`src/rtl/ddr_pkg.sv`:
```
// Shared definitions for the note sequencer: FSM states and lane bit positions.
package ddr_pkg;

    typedef enum logic [2:0] {
        ST_IDLE,
        ST_PLAY,
        ST_PAUSED,
        ST_DRAIN,
        ST_DONE
    } seq_state_t;

    localparam int LANE_W = 4;
    localparam int LANE_U = 3;
    localparam int LANE_D = 2;
    localparam int LANE_L = 1;
    localparam int LANE_R = 0;

    // Builds a {U,D,L,R} lane mask from individual lane flags.
    function automatic logic [LANE_W-1:0] lane_mask(input logic u, input logic d,
                                                    input logic l, input logic r);
        logic [LANE_W-1:0] m;
        m         = '0;
        m[LANE_U] = u;
        m[LANE_D] = d;
        m[LANE_L] = l;
        m[LANE_R] = r;
        return m;
    endfunction

endpackage

```
`src/rtl/spawn_fifo.sv`:
```
// Small FIFO of lane masks waiting to be spawned. DEPTH must be a power of 2 (>=2).
// A push on a full FIFO is accepted when a pop happens on the same cycle.
module spawn_fifo
    import ddr_pkg::*;
#(
    parameter int DEPTH = 4
) (
    input  logic              clk,
    input  logic              rst_n,
    input  logic              clr,
    input  logic              push,
    input  logic              pop,
    input  logic [LANE_W-1:0] din,
    output logic              full,
    output logic              empty,
    output logic [LANE_W-1:0] head
);

    localparam int AW = $clog2(DEPTH);

    logic [LANE_W-1:0] mem_q [DEPTH];
    logic [AW:0]       wr_q, wr_d;
    logic [AW:0]       rd_q, rd_d;
    logic              do_push;
    logic              do_pop;

    // Extra pointer bit distinguishes full from empty when the indices match.
    assign empty   = (wr_q == rd_q);
    assign full    = (wr_q[AW] != rd_q[AW]) && (wr_q[AW-1:0] == rd_q[AW-1:0]);
    assign do_pop  = pop && !empty;
    assign do_push = push && (!full || do_pop);
    assign head    = mem_q[rd_q[AW-1:0]];

    // Next pointer values; clear empties the FIFO regardless of push/pop.
    always_comb begin
        wr_d = wr_q;
        rd_d = rd_q;
        if (clr) begin
            wr_d = '0;
            rd_d = '0;
        end else begin
            if (do_push) wr_d = wr_q + 1'b1;
            if (do_pop)  rd_d = rd_q + 1'b1;
        end
    end

    // Pointer registers.
    always_ff @(posedge clk) begin
        if (!rst_n) begin
            wr_q <= '0;
            rd_q <= '0;
        end else begin
            wr_q <= wr_d;
            rd_q <= rd_d;
        end
    end

    // Storage; contents are only meaningful between the pointers, so no reset.
    always_ff @(posedge clk) begin
        if (do_push && !clr) mem_q[wr_q[AW-1:0]] <= din;
    end

endmodule

```
`src/rtl/note_sequencer.sv`:
```
// Steps through a fixed lane-mask song one beat every BEAT_CYCLES clocks,
// buffers non-rest beats in a spawn FIFO and offers them to the graphics
// block with a valid/ready handshake, at most one per video frame.
module note_sequencer
    import ddr_pkg::*;
#(
    parameter int                    BEAT_CYCLES = 25000000,
    parameter int                    PAT_LEN     = 32,
    parameter logic [PAT_LEN*4-1:0]  PATTERN     = 128'h1284_0812_4018_2048_1020_4081_0240_8421,
    parameter int                    FIFO_DEPTH  = 4
) (
    input  logic                       clk,
    input  logic                       rst_n,
    input  logic                       start,
    input  logic                       pause,
    input  logic                       frame_start,
    input  logic                       spawn_ready,
    output logic                       spawn_valid,
    output logic [LANE_W-1:0]          spawn_lanes,
    output logic [$clog2(PAT_LEN)-1:0] beat_idx,
    output logic                       busy,
    output logic                       done,
    output logic [7:0]                 drop_cnt
);

    localparam int                CNT_W    = $clog2(BEAT_CYCLES);
    localparam int                IDX_W    = $clog2(PAT_LEN);
    localparam logic [CNT_W-1:0]  CNT_LAST = CNT_W'(BEAT_CYCLES - 1);
    localparam logic [IDX_W-1:0]  IDX_LAST = IDX_W'(PAT_LEN - 1);

    seq_state_t        state_q, state_d;
    logic [CNT_W-1:0]  cnt_q, cnt_d;
    logic [IDX_W-1:0]  idx_q, idx_d;
    logic              valid_q, valid_d;
    logic [LANE_W-1:0] lanes_q, lanes_d;
    logic [7:0]        drop_q, drop_d;

    logic              start_ok;
    logic              running;
    logic              beat_fire;
    logic              last_beat;
    logic [LANE_W-1:0] beat_mask;
    logic              accept;
    logic              spawn_hold;
    logic              launch;
    logic              fifo_push;
    logic              fifo_full;
    logic              fifo_empty;
    logic [LANE_W-1:0] fifo_head;
    logic              drop;

    function automatic logic [7:0] sat_inc8(input logic [7:0] v);
        return (v == 8'hFF) ? v : v + 8'd1;
    endfunction

    // Song timing only advances while playing and not held by pause; leaving
    // PAUSED counts on the same cycle pause drops so a pause of N cycles
    // delays the song by exactly N cycles.
    assign start_ok   = start && ((state_q == ST_IDLE) || (state_q == ST_DONE));
    assign running    = ((state_q == ST_PLAY) || (state_q == ST_PAUSED)) && !pause;
    assign beat_fire  = running && (cnt_q == CNT_LAST);
    assign last_beat  = beat_fire && (idx_q == IDX_LAST);
    assign beat_mask  = PATTERN[{idx_q, 2'b00} +: LANE_W];
    assign accept     = valid_q && spawn_ready;
    assign fifo_push  = beat_fire && (|beat_mask) && (!fifo_full || accept);
    assign drop       = beat_fire && (|beat_mask) && fifo_full && !accept;
    // No new offer may start while the song is frozen (or about to freeze).
    assign spawn_hold = (state_q == ST_PAUSED) || ((state_q == ST_PLAY) && pause);
    assign launch     = !valid_q && frame_start && !fifo_empty && !spawn_hold;

    spawn_fifo #(
        .DEPTH (FIFO_DEPTH)
    ) u_fifo (
        .clk   (clk),
        .rst_n (rst_n),
        .clr   (start_ok),
        .push  (fifo_push),
        .pop   (accept),
        .din   (beat_mask),
        .full  (fifo_full),
        .empty (fifo_empty),
        .head  (fifo_head)
    );

    // FSM next-state decision.
    always_comb begin
        state_d = state_q;
        unique case (state_q)
            ST_IDLE, ST_DONE: if (start) state_d = ST_PLAY;
            ST_PLAY: begin
                if (last_beat)  state_d = ST_DRAIN;
                else if (pause) state_d = ST_PAUSED;
            end
            ST_PAUSED: begin
                if (last_beat)   state_d = ST_DRAIN;
                else if (!pause) state_d = ST_PLAY;
            end
            ST_DRAIN: if (fifo_empty && !valid_q) state_d = ST_DONE;
            default: state_d = ST_IDLE;
        endcase
    end

    // Beat counter, beat index, spawn offer and drop counter updates.
    always_comb begin
        cnt_d   = cnt_q;
        idx_d   = idx_q;
        valid_d = valid_q;
        lanes_d = lanes_q;
        drop_d  = drop_q;
        if (running) begin
            cnt_d = beat_fire ? '0 : cnt_q + 1'b1;
            if (beat_fire) idx_d = idx_q + 1'b1;
        end
        if (drop) drop_d = sat_inc8(drop_q);
        if (accept) begin
            valid_d = 1'b0;
            lanes_d = '0;
        end else if (launch) begin
            valid_d = 1'b1;
            lanes_d = fifo_head;
        end
        if (start_ok) begin
            cnt_d   = '0;
            idx_d   = '0;
            drop_d  = '0;
            valid_d = 1'b0;
            lanes_d = '0;
        end
    end

    // State and datapath registers.
    always_ff @(posedge clk) begin
        if (!rst_n) begin
            state_q <= ST_IDLE;
            cnt_q   <= '0;
            idx_q   <= '0;
            valid_q <= 1'b0;
            lanes_q <= '0;
            drop_q  <= '0;
        end else begin
            state_q <= state_d;
            cnt_q   <= cnt_d;
            idx_q   <= idx_d;
            valid_q <= valid_d;
            lanes_q <= lanes_d;
            drop_q  <= drop_d;
        end
    end

    assign spawn_valid = valid_q;
    assign spawn_lanes = lanes_q;
    assign beat_idx    = idx_q;
    assign drop_cnt    = drop_q;
    assign busy        = (state_q == ST_PLAY) || (state_q == ST_PAUSED) || (state_q == ST_DRAIN);
    assign done        = (state_q == ST_DONE);

endmodule
```
`config.mk`:
```
export PLATFORM = sky130hd
export DESIGN_NAME = note_sequencer
export DESIGN_NICKNAME = d
export VERILOG_FILES = /design/src/rtl/ddr_pkg.sv /design/src/rtl/spawn_fifo.sv /design/src/rtl/note_sequencer.sv
export SDC_FILE = /design/constraint.sdc
export NUM_CORES = 1
export LEC_CHECK = 0
export ABC_AREA = 1
export BUFFER_PORTS_ARGS = -buffer_cell sky130_fd_sc_hd__clkbuf_2
export CORE_ASPECT_RATIO = 0.7
export CORE_UTILIZATION = 61
export CTS_CLUSTER_DIAMETER = 120
export DETAILED_ROUTE_END_ITERATION = 6
export HOLD_SLACK_MARGIN = 0.02
export PLACE_DENSITY = 0.83
export SYNTH_ARGS = -nofsm -noshare
export SYNTH_HDL_FRONTEND = slang
export SYNTH_SLANG_ARGS = --single-unit
export TNS_END_PERCENT = 5
```
`constraint.sdc`:
```
create_clock -name clk -period 2.7 [get_ports clk]
set_input_delay 0.405 -clock clk [delete_from_list [all_inputs] [get_ports clk]]
set_output_delay 0.405 -clock clk [all_outputs]
set_load 0.05 [all_outputs]
```
==> metrics.md, run 1 <==
| Metric | Value |
|---|---|
| Number of enable-type register cells in the synthesized netlist | 16 |
| Via count of the first global-routing pass | between 3,000 and 4,000 |
| Critical path's largest stage delay | around 0.4 ns |
| Number of detailed-routing iterations run before antenna repair | 6 |
| Count of nets left with antenna violations after detail routing | 0 |
| Cell Area, Synth | between 4000 and 5000 um^2 |
| Clock tree from TritonCTS | built |
| Worst Setup Slack, final | ~0.44 ns |
| Max Cap Violations | 0 |
| Length in cells of the worst reg-to-reg path | 12 |
| Count of nets after finishing | 617 |
| Maximum number of pins on one net before global-route repair | 15 |
| CP cell instances | inv_1 > ha_1 > nand3_1 > nand2_1 > inv_1 > nand2_1 > nand2_1 > nand2_1 > inv_1 > nand2_1 > nand3_1 > nor2_1 |
| Horizontal die dimension | just under 100 um |
| Endpoint arrival time on the critical path | about 2.3 ns |
| Number of buffers created by CTS | 9 |
| Yosys warning count | 0 |
| Root buffer cell | clkbuf_8 |
| Die boundary height | 70.0 um |
| Mapped Avg Cell Area | a little over 7 um^2 |
| Final cell area excluding filler cells | ~4400 um^2 |
| Total GRT Usage | about 29% |
| Final worst path period share | 83.7% |
| Syn_nets | about 600 |
| Final number of max-transition violations | 0 |
| # DRC | 0 |
| Maximum fanout along the worst path | 8 |
| Post-placement setup slack | about 0.44 ns |
| Global-route wire length before repair | between 15 and 20 mm |
| Count of endpoints failing setup in the final report | 0 |
| Total of hold buffers inserted after clock tree synthesis | 0 |
| Share of synthesized flip-flops with an asynchronous set or reset | 0% |
| Number of failing hold endpoints at the final stage | 0 |
| Number of placed I/O pins | 26 |
| Slowest cell on the critical path | dfxtp_1 |
| Number of antenna cells inserted | 0 |
| Area of the core | approximately 6300 um^2 |
| Initial Utilization | 63.8% |
| Number of antenna violations at the first check in global routing | 0 |
| Layout overhead on the synthesized area | 9.79% |
| Cells taking the most area after synthesis | dfxtp_1, edfxtp_1, nand2_1, inv_1, nor2_1 |
| Final Wtd Congestion | about 0.91 |
| Power per cell area | slightly above 500 nW/um^2 |
| Clock H-tree levels | 3 |
| Result of the run | complete, no violations |
| Number of buffers on the longest clock path | 2 |
| Hold Path Class | primary input to register |
| Max Clock Skew | just over 0.007 ns |
| Post-layout min period | approximately 2.3 ns |
| Post-DR vias/cell | between 5 and 6 |
| List of most frequent post-synthesis cells | nand2_1, inv_1, nor2_1, dfxtp_1, nand3_1 |
| Slew at the pin closest to its max-slew limit | a little under 0.6 ns |
| Upper clock frequency limit | between 400 and 500 MHz |
| Initial detailed-routing violation count | approximately 350 |
| Proportion of layout cells with a drive suffix above 1 | between 10% and 20% |
| Post-CTS sizing | 0 |
| Clock latency at the later pin of the worst-skew pair | between 0.3 and 0.4 ns |
| Crit Path Category | register to register |
| Setup Buffers After CTS | 0 |
| Wirelength per Cell | about 14 um |
| Dominant cell by count in the synthesized netlist | nand2_1 |
| Ys flop type | dfxtp_1 |
| Maximum ir drop on the vdd rail | about 0.00036 V |
| Worst hold path cell count | 3 |
| Gate count after technology mapping | 566 |
| Placed cell area | between 4000 and 5000 um^2 |
| Final HPWL DP | approximately 7 mm |
| Most frequent cell on the critical path | nand2_1 |
| Startpoint type of the worst setup path | register |
| Total number of vias | 3,812 |
| Overall die area | 6930 um^2 |
| Setup repair after global routing missed its margin | false |
| Relative slew margins | approximately three fifths |
| Data required time of the critical path | 2.73 ns |
| Yosys top cell area share | approximately a quarter |
| Row Count | 24 |
| CTS sink count | 68 |
| Total Routed Length | between 9 and 10 mm |
| Port Buffers | 25 |
| TNS Setup | 0 ns |
| Sequential-to-total area share from yosys stat | ~38% |
| Overall overflow remaining after global route | 0 |
| Leakage | 1.91 nW |
| Number of different library cells in the post-synthesis netlist | 36 |
| Kind of end point of the critical path | register |
| Number of flip-flops and latches in the synthesized netlist | 68 |
| Biggest area consumer among synthesized cells | dfxtp_1 |
| Clock transition time at the flip-flop clock pins of the worst setup and hold paths | approximately 0.080 ns |
-- path summary, 6_finish.rpt --
path	from	endpoint	slack [ns]
hold reg to reg	cnt_q[12]	cnt_q[12]	0.48
hold / removal	rst_n	state_q[2]	0.30
setup / recovery	beat_idx[0]	u_fifo.mem_q[1][3]	0.44
setup reg to reg	beat_idx[0]	u_fifo.mem_q[1][3]	0.44
-- per-layer routing --
| metal | track usage (%) | wire length (um) |
|---|---|---|
| met3 | 7.41 | 1040 |
| met1 | 43.1 | 4440 |
| met5 | 0 | 0 |
| met4 | 6.05 | 104 |
| met2 | 41.3 | 3780 |
-- critical path: cells and delay by family, from the launching register on --
kind	cells	cell delay (ns)
adders and majority gates	1	0.26
and+or+nand+nor	8	1.01
buffers and inverters	3	0.27
DFF	1	0.40
-- logic make-up after synthesis --
family	Yosys count	synth area share (%)
AO/OA/AOI/OAI	66	8.77
buffers and inverters	103	10.6
flip-flops	68	37.8
AND/OR/NAND/NOR	305	36.1
XOR/XNOR	8	1.74
adder cells (fa/ha/maj)	16	4.98
-- layout make-up --
type,count,area (um^2)
Multi-Input combinational cell,395,2080
Fill cell,521,1890
Sequential cell,68,1520
Inverter,92,345
Timing Repair Buffer,29,155
Clock buffer,9,124
Clock inverter,7,98.8
Tap cell,78,97.6
-- sequential cells by signal, indices dropped and copies added, names as in the netlist --
register      count
beat_idx          5
cnt_q            25
drop_cnt          8
spawn_lanes       4
spawn_valid       1
state_q           3
u_fifo.mem_q     16
u_fifo.rd_q       3
u_fifo.wr_q       3
-- where the power goes --
| part | leakage [nW] | switching, W | internal [W] | total (W) |
|---|---|---|---|---|
| Combinational | 1.22 | 0.000181 | 0.0000671 | 0.000248 |
| Sequential | 0.571 | 0.0000202 | 0.00105 | 0.00107 |
| Clock | 0.112 | 0.000420 | 0.000527 | 0.000947 |
| Total | 1.91 | 0.000622 | 0.00164 | 0.00226 |
-- per-stage QoR --
step | hold slack, ns | utilization, % | instances | power (W)
after floorplan | 0.439 | - | 566 | 0.00128
after global placement | 0.457 | 66.5 | 662 | 0.00133
after detailed placement | 0.464 | 66.5 | 662 | 0.00133
after CTS | 0.287 | 70.1 | 678 | 0.00227
after global routing | 0.290 | 70.1 | 678 | 0.00234
final | 0.298 | 70.1 | 678 | 0.00226
-- cell usage in the layout (no fill, tap or decap), types with 6 or more instances in the layout --
master | netlist | layout
nor2_1 | 72 | 72
inv_1 | 86 | 86
nand3_1 | 47 | 47
dfxtp_1 | 52 | 52
clkbuf_8 | 0 | 9
nor2_4 | 7 | 7
nand4_1 | 16 | 16
a21oi_1 | 31 | 31
xor2_1 | 7 | 7
edfxtp_1 | 16 | 16
inv_2 | 6 | 6
nor3_1 | 19 | 19
nand2_1 | 126 | 126
ha_1 | 16 | 16
clkbuf_2 | 0 | 25
o21ai_0 | 22 | 22
Power figures use the tool's default switching activity.
==> run 2: changes to the inputs <==
--- a/config.mk
+++ b/config.mk
@@ -8,11 +8,11 @@
 export ABC_AREA = 1
 export BUFFER_PORTS_ARGS = -buffer_cell sky130_fd_sc_hd__clkbuf_2
 export CORE_ASPECT_RATIO = 0.7
-export CORE_UTILIZATION = 61
+export CORE_UTILIZATION = 55
 export CTS_CLUSTER_DIAMETER = 120
 export DETAILED_ROUTE_END_ITERATION = 6
 export HOLD_SLACK_MARGIN = 0.02
-export PLACE_DENSITY = 0.83
+export PLACE_DENSITY = 0.79
 export SYNTH_ARGS = -nofsm -noshare
 export SYNTH_HDL_FRONTEND = slang
 export SYNTH_SLANG_ARGS = --single-unit
==> constraint.sdc (replaced) <==
create_clock -name clk -period 2 [get_ports clk]
set_input_delay 0.3 -clock clk [delete_from_list [all_inputs] [get_ports clk]]
set_output_delay 0.3 -clock clk [all_outputs]
set_load 0.05 [all_outputs]
==> metrics.md, run 2 (same netlist as run 1, synthesis figures left out) <==
| Metric | Value |
|---|---|
| Power per cell area | 618 nW/um^2 (was 512 nW/um^2) |
| Area of the core | 6910 um^2 (was 6310 um^2) |
| Number of buffers created by CTS | 9 (unchanged) |
| Final number of max-transition violations | 0 (unchanged) |
| Setup repair after global routing missed its margin | true (was false) |
| Total power after layout | 0.00292 W (was 0.00226 W) |
| Count of nets left with antenna violations after detail routing | 0 (unchanged) |
| Critical path buffer and inverter count | 2 (was 3) |
| Most frequent cells in the layout | nand2_1, inv_1, nor2_1, nand3_1, dfxtp_1 (was nand2_1, inv_1, nor2_1, dfxtp_1, nand3_1) |
| Max Cap Violations | 0 (unchanged) |
| Root buffer cell | clkbuf_8 (unchanged) |
| Largest register by flop count | cnt_q (unchanged) |
| Most common library cell in the layout ignoring fill and taps | nand2_1 (unchanged) |
| Final HPWL DP | 7.52 mm (was 7.00 mm) |
| Number of placed I/O pins | 26 (unchanged) |
| Initial Utilization | 58.2% (was 63.8%) |
| Count of endpoints failing setup in the final report | 0 (unchanged) |
| Leakage | 2.03 nW (was 1.91 nW) |
| Startpoint type of the worst setup path | register (unchanged) |
| Proportion of layout cells with a drive suffix above 1 | 19.8% (was 12.2%) |
| Global-route wire length before repair | 16.1 mm (was 15.5 mm) |
| Result of the run | complete, no violations (unchanged) |
| Overall die area | 7670 um^2 (was 6930 um^2) |
| Relative slew margins | 63.4% (was 61.4%) |
| Layout overhead on the synthesized area | 17.6% (was 9.79%) |
| Clock H-tree levels | 3 (unchanged) |
| Maximum ir drop on the vdd rail | 0.000413 V (was 0.000355 V) |
| Layout Utilization | 68.4% (was 70.1%) |
| Total number of vias | 3,873 (was 3,812) |
| Via count of the first global-routing pass | 3,483 (was 3,300) |
| Worst slack on hold paths | 0.181 ns (was 0.298 ns) |
| Number of buffers on the longest clock path | 2 (unchanged) |
| Post-DR vias/cell | 5.37 (was 5.62) |
| Final Wtd Congestion | 0.880 (was 0.908) |
| Max FFs per register | 25 (unchanged) |
| Hold Path Class | primary input to register (unchanged) |
| Row Count | 25 (was 24) |
| Max Clock Skew | 0.0111 ns (was 0.00709 ns) |
| Maximum number of pins on one net before global-route repair | 14 (was 15) |
| Total Routed Length | 9.82 mm (was 9.37 mm) |
| Count of nets after finishing | 644 (was 617) |
| Initial detailed-routing violation count | 326 (was 354) |
| Wirelength per Cell | 13.6 um (was 13.8 um) |
| Total GRT Usage | 27.0% (was 28.6%) |
| Die boundary height | 73.6 um (was 70.0 um) |
| Clock latency at the later pin of the worst-skew pair | 0.35 ns (about the same) |
| Slew at the pin closest to its max-slew limit | 0.544 ns (was 0.578 ns) |
| Final worst path period share | 95.5% (was 83.7%) |
| Number of failing hold endpoints at the final stage | 0 (unchanged) |
| Crit Path Category | register to register (unchanged) |
| Port Buffers | 25 (unchanged) |
| # DRC | 0 (unchanged) |
| Horizontal die dimension | 104 um (was 99.1 um) |
| Overall overflow remaining after global route | 0 (unchanged) |
| CTS sink count | 68 (unchanged) |
| Total of hold buffers inserted after clock tree synthesis | 0 (unchanged) |
| Clock tree from TritonCTS | built (unchanged) |
| Largest delay contributor family on the critical path | simple AND/OR/NAND/NOR gates (unchanged) |
| Number of detailed-routing iterations run before antenna repair | 5 (was 6) |
| Slowest cell on the critical path | dfxtp_4 (was dfxtp_1) |
| Kind of end point of the critical path | register (unchanged) |
| Number of antenna violations at the first check in global routing | 0 (unchanged) |
| Number of antenna cells inserted | 0 (unchanged) |
| Post-layout min period | 1.91 ns (was 2.26 ns) |
| Critical path's largest stage delay | 0.37 ns (was 0.40 ns) |
| Upper clock frequency limit | 523 MHz (was 443 MHz) |
| CP cell instances | buf_6 > ha_2 > nand2_1 > nand2_1 > nand2_1 > nand3_1 > nand2_1 > nand2_1 > inv_1 > nand2_2 > nand3_4 > nor2_4 (was inv_1 > ha_1 > nand3_1 > nand2_1 > inv_1 > nand2_1 > nand2_1 > nand2_1 > inv_1 > nand2_1 > nand3_1 > nor2_1) |
| Endpoint arrival time on the critical path | 1.97 ns (was 2.29 ns) |
| Clock transition time at the flip-flop clock pins of the worst setup and hold paths | 0.08 ns (about the same) |
| Data required time of the critical path | 2.06 ns (was 2.73 ns) |
| Maximum fanout along the worst path | 5 (was 8) |
| Most frequent cell on the critical path | nand2_1 (unchanged) |
[run 2: area by class of cell]
cell class / count / area [um^2]
flip-flops and latches: 68 / 1530
multi-input cells: 395 / 2170
repair buffers: 56 / 369
inverters: 92 / 345
clock buffers: 9 / 124
fillers: 564 / 2180
well taps: 94 / 118
clock inverters: 7 / 73.8
[run 2: worst paths after layout]
kind	cells past startpoint	slack [ns]	to	start
max reg2reg	12	0.09	u_fifo.mem_q[0][1]	beat_idx[0]
min	3	0.18	state_q[2]	rst_n
min reg2reg	1	0.48	cnt_q[0]	cnt_q[0]
max	12	0.09	u_fifo.mem_q[0][1]	beat_idx[0]
[run 2: per-stage QoR]
| step | setup WS [ns] | instances | instance area, um^2 | setup TNS (ns) |
|---|---|---|---|---|
| after floorplan | 0.0358 | 566 | 4030 | 0 |
| after global placement | 0.0500 | 704 | 4420 | 0 |
| after detailed placement | -0.101 | 704 | 4420 | -1.25 |
| after CTS | 0.00835 | 720 | 4640 | 0 |
| after global routing | -0.0122 | 721 | 4730 | -0.0480 |
| final | 0.0896 | 721 | 4730 | 0 |
[run 2: per-layer routing]
layer	vias up	global-route usage (%)	wire length (um)
met2	159	39.9	4050
met5	-	0	0
met4	0	10.5	129
met3	13	5.41	757
li1	1945	-	-
met1	1756	38.9	4880
[run 2: repair_timing]
item | in CTS | in global routing
gates cloned | 0 | 0
pin swaps | 0 | 5
gates resized for setup | 7 | 24
setup buffers | 0 | 1
endpoints found under the setup margin | 16 | 28
[run 2: power breakdown]
group	internal [W]	switching (W)
registers	0.00141	0.0000281
clock network	0.000582	0.000563
logic	0.0000991	0.000241
[run 2: worst register-to-register path, stage by stage, from the launching register on]
cell	delay (ns)
dfxtp_4	0.37
buf_6	0.12
ha_2	0.18
nand2_1	0.06
nand2_1	0.09
nand2_1	0.06
nand3_1	0.08
nand2_1	0.08
nand2_1	0.09
inv_1	0.05
nand2_2	0.09
nand3_4	0.16
nor2_4	0.21
